==> src/rtl/data_memory_pkg.sv <==
// Shared definitions for the synchronous data memory.
//   - Access-size encodings used on the size port.
//   - Lane-mask constants for byte, half and word stores.
//   - write_mask(): 4-bit byte-lane write mask from size and address[1:0].
package data_memory_pkg;

  localparam logic [1:0] SZ_BYTE = 2'b00;
  localparam logic [1:0] SZ_HALF = 2'b01;
  localparam logic [1:0] SZ_WORD = 2'b10;
  localparam logic [1:0] SZ_RSVD = 2'b11;

  localparam logic [3:0] MASK_NONE = 4'b0000;
  localparam logic [3:0] MASK_BYTE = 4'b0001;
  localparam logic [3:0] MASK_HALF = 4'b0011;
  localparam logic [3:0] MASK_WORD = 4'b1111;

  // Lane mask for a store. Halves always start on an even lane, so only
  // lane[1] selects the half; alignment is checked separately.
  function automatic logic [3:0] write_mask(input logic [1:0] size,
                                            input logic [1:0] lane);
    logic [3:0] m;
    case (size)
      SZ_BYTE: m = MASK_BYTE << lane;
      SZ_HALF: m = MASK_HALF << {lane[1], 1'b0};
      SZ_WORD: m = MASK_WORD;
      default: m = MASK_NONE;
    endcase
    return m;
  endfunction

endpackage

==> src/rtl/data_memory_sync_load_align.sv <==
// mem_load_align: combinational load formatter.
//   word_i     : full 32-bit word read from the array.
//   lane_i     : address[1:0] of the load.
//   size_i     : access size (byte / half / word).
//   unsigned_i : 1 = zero-extend, 0 = sign-extend (ignored for words).
//   result_o   : right-aligned, extended load result.
module mem_load_align
  import data_memory_pkg::*;
(
  input  logic [31:0] word_i,
  input  logic [1:0]  lane_i,
  input  logic [1:0]  size_i,
  input  logic        unsigned_i,
  output logic [31:0] result_o
);

  logic [7:0]  lanes [4];
  logic [7:0]  byte_sel;
  logic [15:0] half_sel;

  genvar gi;
  generate
    for (gi = 0; gi < 4; gi++) begin : g_lane
      assign lanes[gi] = word_i[8*gi +: 8];
    end
  endgenerate

  always_comb begin
    byte_sel = lanes[lane_i];
    half_sel = lane_i[1] ? word_i[31:16] : word_i[15:0];
    case (size_i)
      SZ_BYTE: result_o = {{24{~unsigned_i & byte_sel[7]}}, byte_sel};
      SZ_HALF: result_o = {{16{~unsigned_i & half_sel[15]}}, half_sel};
      default: result_o = word_i;
    endcase
  end

endmodule

==> src/rtl/data_memory_sync.sv <==
// data_memory_sync: byte-addressed data memory for the MEM stage.
//   clk, reset     : rising-edge clock, synchronous active-high reset.
//   address        : byte address (word index = address[ADDR_W-1:2]).
//   writeData      : right-aligned store data.
//   memRead/Write  : load / store request for this cycle.
//   size           : 00 byte, 01 half, 10 word, 11 reserved.
//   unsignedLoad   : zero-extend (1) or sign-extend (0) byte/half loads.
//   readData       : load result, one cycle after the accepting edge.
//   readValid      : pulse, readData updated this cycle.
//   accessError    : pulse, previous cycle's request was rejected.
//   errCount       : saturating count of rejected requests.
module data_memory_sync
  import data_memory_pkg::*;
#(
  parameter int ADDR_W    = 32,
  parameter int DEPTH     = 64,
  parameter int ERR_CNT_W = 8
) (
  input  logic                 clk,
  input  logic                 reset,
  input  logic [ADDR_W-1:0]    address,
  input  logic [31:0]          writeData,
  input  logic                 memRead,
  input  logic                 memWrite,
  input  logic [1:0]           size,
  input  logic                 unsignedLoad,
  output logic [31:0]          readData,
  output logic                 readValid,
  output logic                 accessError,
  output logic [ERR_CNT_W-1:0] errCount
);

  localparam int IDX_W = $clog2(DEPTH);

  logic [31:0] memoria [0:DEPTH-1];

  logic [IDX_W-1:0] word_idx;
  logic [1:0]       lane;
  logic             out_of_range;
  logic             misaligned;
  logic             req;
  logic             reject;
  logic             do_load;
  logic             do_store;
  logic [3:0]       wmask;
  logic [31:0]      wdata_rep;

  logic [31:0]          rd_word_q;
  logic [1:0]           ld_lane_q, ld_lane_d;
  logic [1:0]           ld_size_q, ld_size_d;
  logic                 ld_uns_q, ld_uns_d;
  logic                 rvalid_q, rvalid_d;
  logic                 err_q, err_d;
  logic [ERR_CNT_W-1:0] err_cnt_q, err_cnt_d;

  assign word_idx = address[IDX_W+1:2];
  assign lane     = address[1:0];

  // Any set bit above the array's index field means the word does not exist.
  generate
    if (ADDR_W - 2 > IDX_W) begin : g_range
      assign out_of_range = |address[ADDR_W-1:IDX_W+2];
    end else begin : g_norange
      assign out_of_range = 1'b0;
    end
  endgenerate

  assign misaligned = ((size == SZ_HALF) && lane[0]) ||
                      ((size == SZ_WORD) && (lane != 2'b00));
  assign req      = memRead | memWrite;
  assign reject   = req && ((memRead && memWrite) || (size == SZ_RSVD) ||
                            misaligned || out_of_range);
  assign do_load  = !reset && req && !reject && memRead;
  assign do_store = !reset && req && !reject && memWrite;
  assign wmask    = write_mask(size, lane);

  // Replicate the store data so every lane carries the right byte; the
  // mask then decides which lanes actually land in the array.
  genvar gi;
  generate
    for (gi = 0; gi < 4; gi++) begin : g_rep
      assign wdata_rep[8*gi +: 8] =
        (size == SZ_BYTE) ? writeData[7:0] :
        (size == SZ_HALF) ? writeData[8*(gi%2) +: 8] :
                            writeData[8*gi +: 8];
    end
  endgenerate

  // Array write port: byte-enabled, no reset so contents survive reset.
  always_ff @(posedge clk) begin
    if (do_store) begin
      for (int k = 0; k < 4; k++) begin
        if (wmask[k]) memoria[word_idx][8*k +: 8] <= wdata_rep[8*k +: 8];
      end
    end
  end

  // Registered read port. The raw word is held and formatted afterwards,
  // so it only changes on an accepted load and readData holds otherwise.
  always_ff @(posedge clk) begin
    if (reset) begin
      rd_word_q <= '0;
    end else if (do_load) begin
      rd_word_q <= memoria[word_idx];
    end
  end

  always_comb begin
    ld_lane_d = ld_lane_q;
    ld_size_d = ld_size_q;
    ld_uns_d  = ld_uns_q;
    if (do_load) begin
      ld_lane_d = lane;
      ld_size_d = size;
      ld_uns_d  = unsignedLoad;
    end
    rvalid_d  = do_load;
    err_d     = reject;
    err_cnt_d = err_cnt_q;
    if (reject && (err_cnt_q != '1)) err_cnt_d = err_cnt_q + ERR_CNT_W'(1);
  end

  always_ff @(posedge clk) begin
    if (reset) begin
      ld_lane_q <= '0;
      ld_size_q <= SZ_BYTE;
      ld_uns_q  <= 1'b0;
      rvalid_q  <= 1'b0;
      err_q     <= 1'b0;
      err_cnt_q <= '0;
    end else begin
      ld_lane_q <= ld_lane_d;
      ld_size_q <= ld_size_d;
      ld_uns_q  <= ld_uns_d;
      rvalid_q  <= rvalid_d;
      err_q     <= err_d;
      err_cnt_q <= err_cnt_d;
    end
  end

  // A zero raw word formats to zero for every size, so readData is 0 after reset.
  mem_load_align u_align (
    .word_i     (rd_word_q),
    .lane_i     (ld_lane_q),
    .size_i     (ld_size_q),
    .unsigned_i (ld_uns_q),
    .result_o   (readData)
  );

  // Strobes are suppressed while reset is held, so a load accepted just
  // before reset never reports valid data.
  assign readValid   = rvalid_q & ~reset;
  assign accessError = err_q & ~reset;
  assign errCount    = err_cnt_q;

endmodule

==> config.mk <==
export PLATFORM = sky130hd
export DESIGN_NAME = data_memory_sync
export DESIGN_NICKNAME = d
export VERILOG_FILES = /design/src/rtl/data_memory_pkg.sv /design/src/rtl/data_memory_sync_load_align.sv /design/src/rtl/data_memory_sync.sv
export SDC_FILE = /design/constraint.sdc
export NUM_CORES = 2
export LEC_CHECK = 0
export ABC_AREA = 1
export CAP_MARGIN = 20
export CORE_UTILIZATION = 40
export CTS_CLUSTER_SIZE = 10
export DETAILED_ROUTE_END_ITERATION = 7
export SYNTH_ARGS = -nofsm -noshare
export SYNTH_HDL_FRONTEND = slang
export SYNTH_HIERARCHICAL = 1
export SYNTH_SLANG_ARGS = --single-unit
==> constraint.sdc <==
create_clock -name clk -period 2.3 [get_ports clk]
set_clock_uncertainty 0.15 [all_clocks]
set_input_delay 0.23 -clock clk [delete_from_list [all_inputs] [get_ports clk]]
set_output_delay 0.23 -clock clk [all_outputs]
set_load 0.02 [all_outputs]
# After elaboration in Yosys (flattened, before gate mapping)
# Memories as Yosys holds them, arrays and structs flattened. A register that Yosys moved wholly into a read port is not among the register bits.
# Index checks and enable logic that the tools add are counted.
# op_classes
addsub	1
magnitude_cmp	1
n_eq_ne	5
n_shift	2
muxes	23
bitwise_logic	8
reduce_logical	19
# op_table
cell	n
$pmux 32 s2	1
$mux 8	7
$reduce_or 24->1	1
$bmux 8 s2	1
$mux 16	1
$mux 1	12
$pmux 4 s3	1
$logic_and 1x1->1	9
$add 8x1->8 const B	1
$ne 8x8->1 const B	1
$and 1x1->1	4
$eq 2x1->1 const B	2
$eq 2x2->1 const B	2
$logic_not 2->1	2
$logic_or 1x1->1	4
$shl 1x2->4 const A	1
$shl 2x2->4 const A	1
$ge 3x3->1 const B	1
$not 2->3	1
$logic_not 1->1	2
$not 1->1	2
$reduce_bool 2->1	1
$or 1x1->1	1
# totals
ff_bits	15
ramBits	2048
out_inout_bits	42
elab_cells	66
n_memories	1
# memory_table
name	depth	word_bits	read_ports	rd_clocked_by_memory_dff	write_ports	line_no	text
memoria	64	32	1	1	1	data_memory_sync.sv:35	logic [31:0] memoria [0:DEPTH-1];

# Depth between registers and ports, before layout
# logic_depth
depth_word	11
ltp_mapped	15
depth_no_buf	10

# Hierarchy
# Netlist, hierarchy kept.
# modules_own_cells
module	instances	cells_per_inst	area_each_um2
data_memory_sync	1	8499	89813.6
mem_load_align	1	154	910.9

# Worst setup path after synthesis
# No wires, ideal clock.
# synth_path
path_type	input port to flip-flop
from	in size[0]
to	mem memoria[0][24] (data pin)
setup_ns	0.601
arrival_ns	1.489
slack_ns	0.060
cell_stages	4
path_buffers	1
path_cell_list	clkbuf_1 nor2_1 nand2_1 nand3_1
# synth_via
elab_chain_cells	3
# synth_lines
element	line_no	text
from (decl)	data_memory_sync.sv:25	input logic [1:0] size,
$eq 2x1->1	data_memory_sync.sv:84	(size == SZ_HALF) ? writeData[8*(gi%2) +: 8] :
$mux 8	data_memory_sync.sv:84	
$mux 8 (*)	data_memory_sync.sv:83	(size == SZ_BYTE) ? writeData[7:0] :
via wdata_rep[24]	data_memory_sync.sv:46	logic [31:0] wdata_rep;
to (decl)	data_memory_sync.sv:35	
# Mark *: on every way through the listed nets, which the timed path passes. The rest lies on a longest branch.

# Final worst setup path
# layout_path
from	reg ld_lane_q[1]
to	out readData[2]
# layout_via
elab_chain_cells	5
# layout_lines
element	line_no	text
from (decl)	data_memory_sync.sv:49	logic [1:0] ld_lane_q, ld_lane_d;
from (signal assigned)	data_memory_sync.sv:132	ld_lane_q <= ld_lane_d;
$not 2->3 (implied by the code)	data_memory_sync_load_align.sv:29	byte_sel = lanes[lane_i];
$bmux 8 s2	data_memory_sync_load_align.sv:29	
$mux 8 (implied by the code) (2 in a row)	data_memory_sync_load_align.sv:29	
$pmux 32 s2 (*)	data_memory_sync_load_align.sv:31	case (size_i)
to (decl)	data_memory_sync.sv:27	output logic [31:0] readData,
# Mark *: on every way between the ends. The rest lies on a longest branch, timed or not. The select of a mux whose other input is x is not followed.

==> results.cfg <==
[status]
status = complete, but fails checks
violations = design-rule violations, negative setup slack

[grt]
antenna_found_initial = 26
grt_pass1_vias = 62110
grt_overflow = 0
grt_use_total_pct = 24.3
grt_max_degree = 106
grt_pass1_wl_um = 405000

[placement]
io_buffers = 112
globalplace.congestion = 0.956
placed_cell_area_um2 = 102000
hpwl_um = 194000
pre_cts_ws_ns = -0.578

[timing]
fin_crit_sh_pct = 124
fmax_mhz = 352
rsz0062_at_grt = yes
final_hold_viol_count = 0
period_needed_ns = 2.84
slew_viol_final = 0
setup_ws_ns = -0.542
worst_slew_pin_slew_ns = 0.680
fin_setup_tns_ns = -13.46
hold_slack_ns = 0.0658
setup_violations = 32
max-slew-margin-rel_pct = 54.2

[clock_tree]
cts_tree = built
cts_buffers = 233
cts_root_buf = clkbuf_16
cts_buffer_depth = 3
cts_num_sinks = 2095
path_clk_slew_ns = 0.06
clkLatencyLatePin_ns = 0.87
h-tree-depth = 4

[synthesis]
yosys.area_share.simple_pct = 19.1
syn_inst = 8653
synth-warning-count = 6
synth.top_cell.area_share_pct = 67.8
ys_seq_area_share_pct = 68.8
synth_cell_types = 42
synthTopCellsByArea = edfxtp_1 68%, nand2_1 8.8%, inv_1 5.8%, nor2_1 5.0%, nand3_1 3.7%
synth-compound-area-share_pct = 3.77
yosys.area.top_type = edfxtp_1
synth_top_family_by_area = simple AND/OR/NAND/NOR gates
ys_ff_latch = 2095
syn_area_um2 = 90700
syn-num-nets = 8725
synth-xor-area-share_pct = 0.0386
synthMuxAreaShare_pct = 0
avgSynthCellArea_um2 = 10.5
synthAdderAreaFrac_pct = 0.0138

[floorplanning]
die_x_um = 478
start_util_pct = 40.3
io_pins = 113
num_rows = 174
dieArea_um2 = 229000
core_um2 = 225000
die_y_um = 478

[power]
p_leak_uw = 0.0454
peakVddDrop_mv = 0.800
powerDensity_nw_per_um2 = 739
power_uw = 80800

[critical_path]
crit_path_end = readData[2]
reg2reg_from = memoria[47][31]
arrival_ns = 2.46
r2r-end = rd_word_q[31]
end_kind = output pin
worstPathRequired_ns = 1.92
worstSetupPathType = register to output pin
cp-start-kind = register
cp_max_fo = 8
ff2ff_setup_slack_ns = 0.19
startpoint = ld_lane_q[1]
rr_worst_depth = 8

[drt]
post_drt_wl_per_cell_um = 22.2
drc = 43
drt_iter0_drc = 7590
viasPerCell = 5.09
drt_pass1_iterations = 8
num_vias = 64162
drt_wl_total_um = 280000
ant_nets = 0

[finish]
n_fill_cell = 20155
drive_gt1_share_pct = 15.4
final_nets = 9558
mostFrequentLayoutCell = nand2_1
design_area_um2 = 109000
area_delta_synth_final_pct = 20.6
final_cell_mix = 2107 x nand2_1, 2048 x edfxtp_1, 1393 x inv_1

[run]
drv_cap = 0

[min_path]
holdCritPathClass = input port to register
cells in the mapped netlist, drive strengths merged:
master / instances
nand3: 683
nor3: 9
buf: 282
a22oi: 1
a21boi: 1
xnor2: 1
nor2: 1222
a21oi: 10
ha: 1
o21ai: 203
nor4: 1
clkbuf: 141
inv: 1402
or2: 147
nand3b: 1
dfxtp: 47
edfxtp: 2048
nand2: 2145
xor2: 3
a31oi: 1
clkinv: 1
nand4: 4
and2: 7
o211ai: 292
worst max-delay path: stages, from the launching register on:
cell	delay, ns
dfxtp_2	0.34
buf_6	0.14
inv_12	0.10
nand2_4	0.05
and2_4	0.18
buf_6	0.11
o211ai_1	0.34
buf_4	0.21
buf_6	0.12
how the worst min path moves through the flow:
| stage | start | to | slack [ns] | cells after the start |
|---|---|---|---|---|
| final | reset | err_q | 0.07 | 3 |
| after global placement | errCount[1] | errCount[1] | 0.35 | 2 |
| after global routing | writeData[8] | memoria[61][8] | 0.08 | 3 |
| after detailed placement | errCount[1] | errCount[1] | 0.35 | 2 |
| after floorplan | writeData[0] | memoria[0][0] | 0.18 | 0 |
| after CTS | memWrite | err_q | 0.01 | 4 |
metrics by stage:
stage          util, %  std cells
3_3_place_gp      45.4      12213
6_report          48.6      12611
4_1_cts           48.6      12601
3_5_place_dp      45.4      12213
2_1_floorplan        -       8653
5_1_grt           48.6      12605
power breakdown:
| part | switching (uW) | internal [uW] | leakage (uW) |
|---|---|---|---|
| clock | 14400 | 18600 | 0.00314 |
| sequential | 5.25 | 42200 | 0.0183 |
| combinational | 3940 | 1760 | 0.0239 |
logic make-up (layout without fill, tap and decap cells):
group / count (synthesis) / in the layout
adder cells (fa/ha/maj): 1 / 1
AO/OA/AOI/OAI: 508 / 508
flip-flops: 2095 / 2095
XOR/XNOR: 4 / 4
buffers and inverters: 1826 / 2784
AND/OR/NAND/NOR: 4219 / 4220
other: 0 / 7
layer usage:
layer | global-route usage [%] | share of wire, % | vias up
met5 | 0 | 0.026 | -
met4 | 10.9 | 4.7 | 12
met3 | 4.42 | 9.2 | 532
met2 | 37.5 | 45 | 2922
met1 | 33.4 | 41 | 31041
li1 | - | - | 29655
sequential cells by signal, summed over array words and instances (netlist names):
name,count
ld_lane_q,2
rvalid_q,1
errCount,8
rd_word_q,32
ld_size_q,2
memoria,2048
err_q,1
ld_uns_q,1
final cells by class:
type,count,area [um^2],area share (%)
Antenna cell,7,17.5,0.0160
Clock buffer,334,6270,5.73
Clock inverter,27,248,0.226
Inverter,1403,5310,4.85
Multi-Input combinational cell,4733,21300,19.4
Sequential cell,2095,62400,57.0
Tap cell,2992,3740,3.42
Timing Repair Buffer,1020,10100,9.26
what timing repair did:
action                     CTS  global route
cloned                       1             0
hold buffers                14             0
hold endpoints to repair   707             0
pin swaps                   21             7
gates resized for setup    198             8
setup endpoints to repair   41           664
buffers inserted            15             4
No activity file was read; power rests on OpenSTA's default activity.
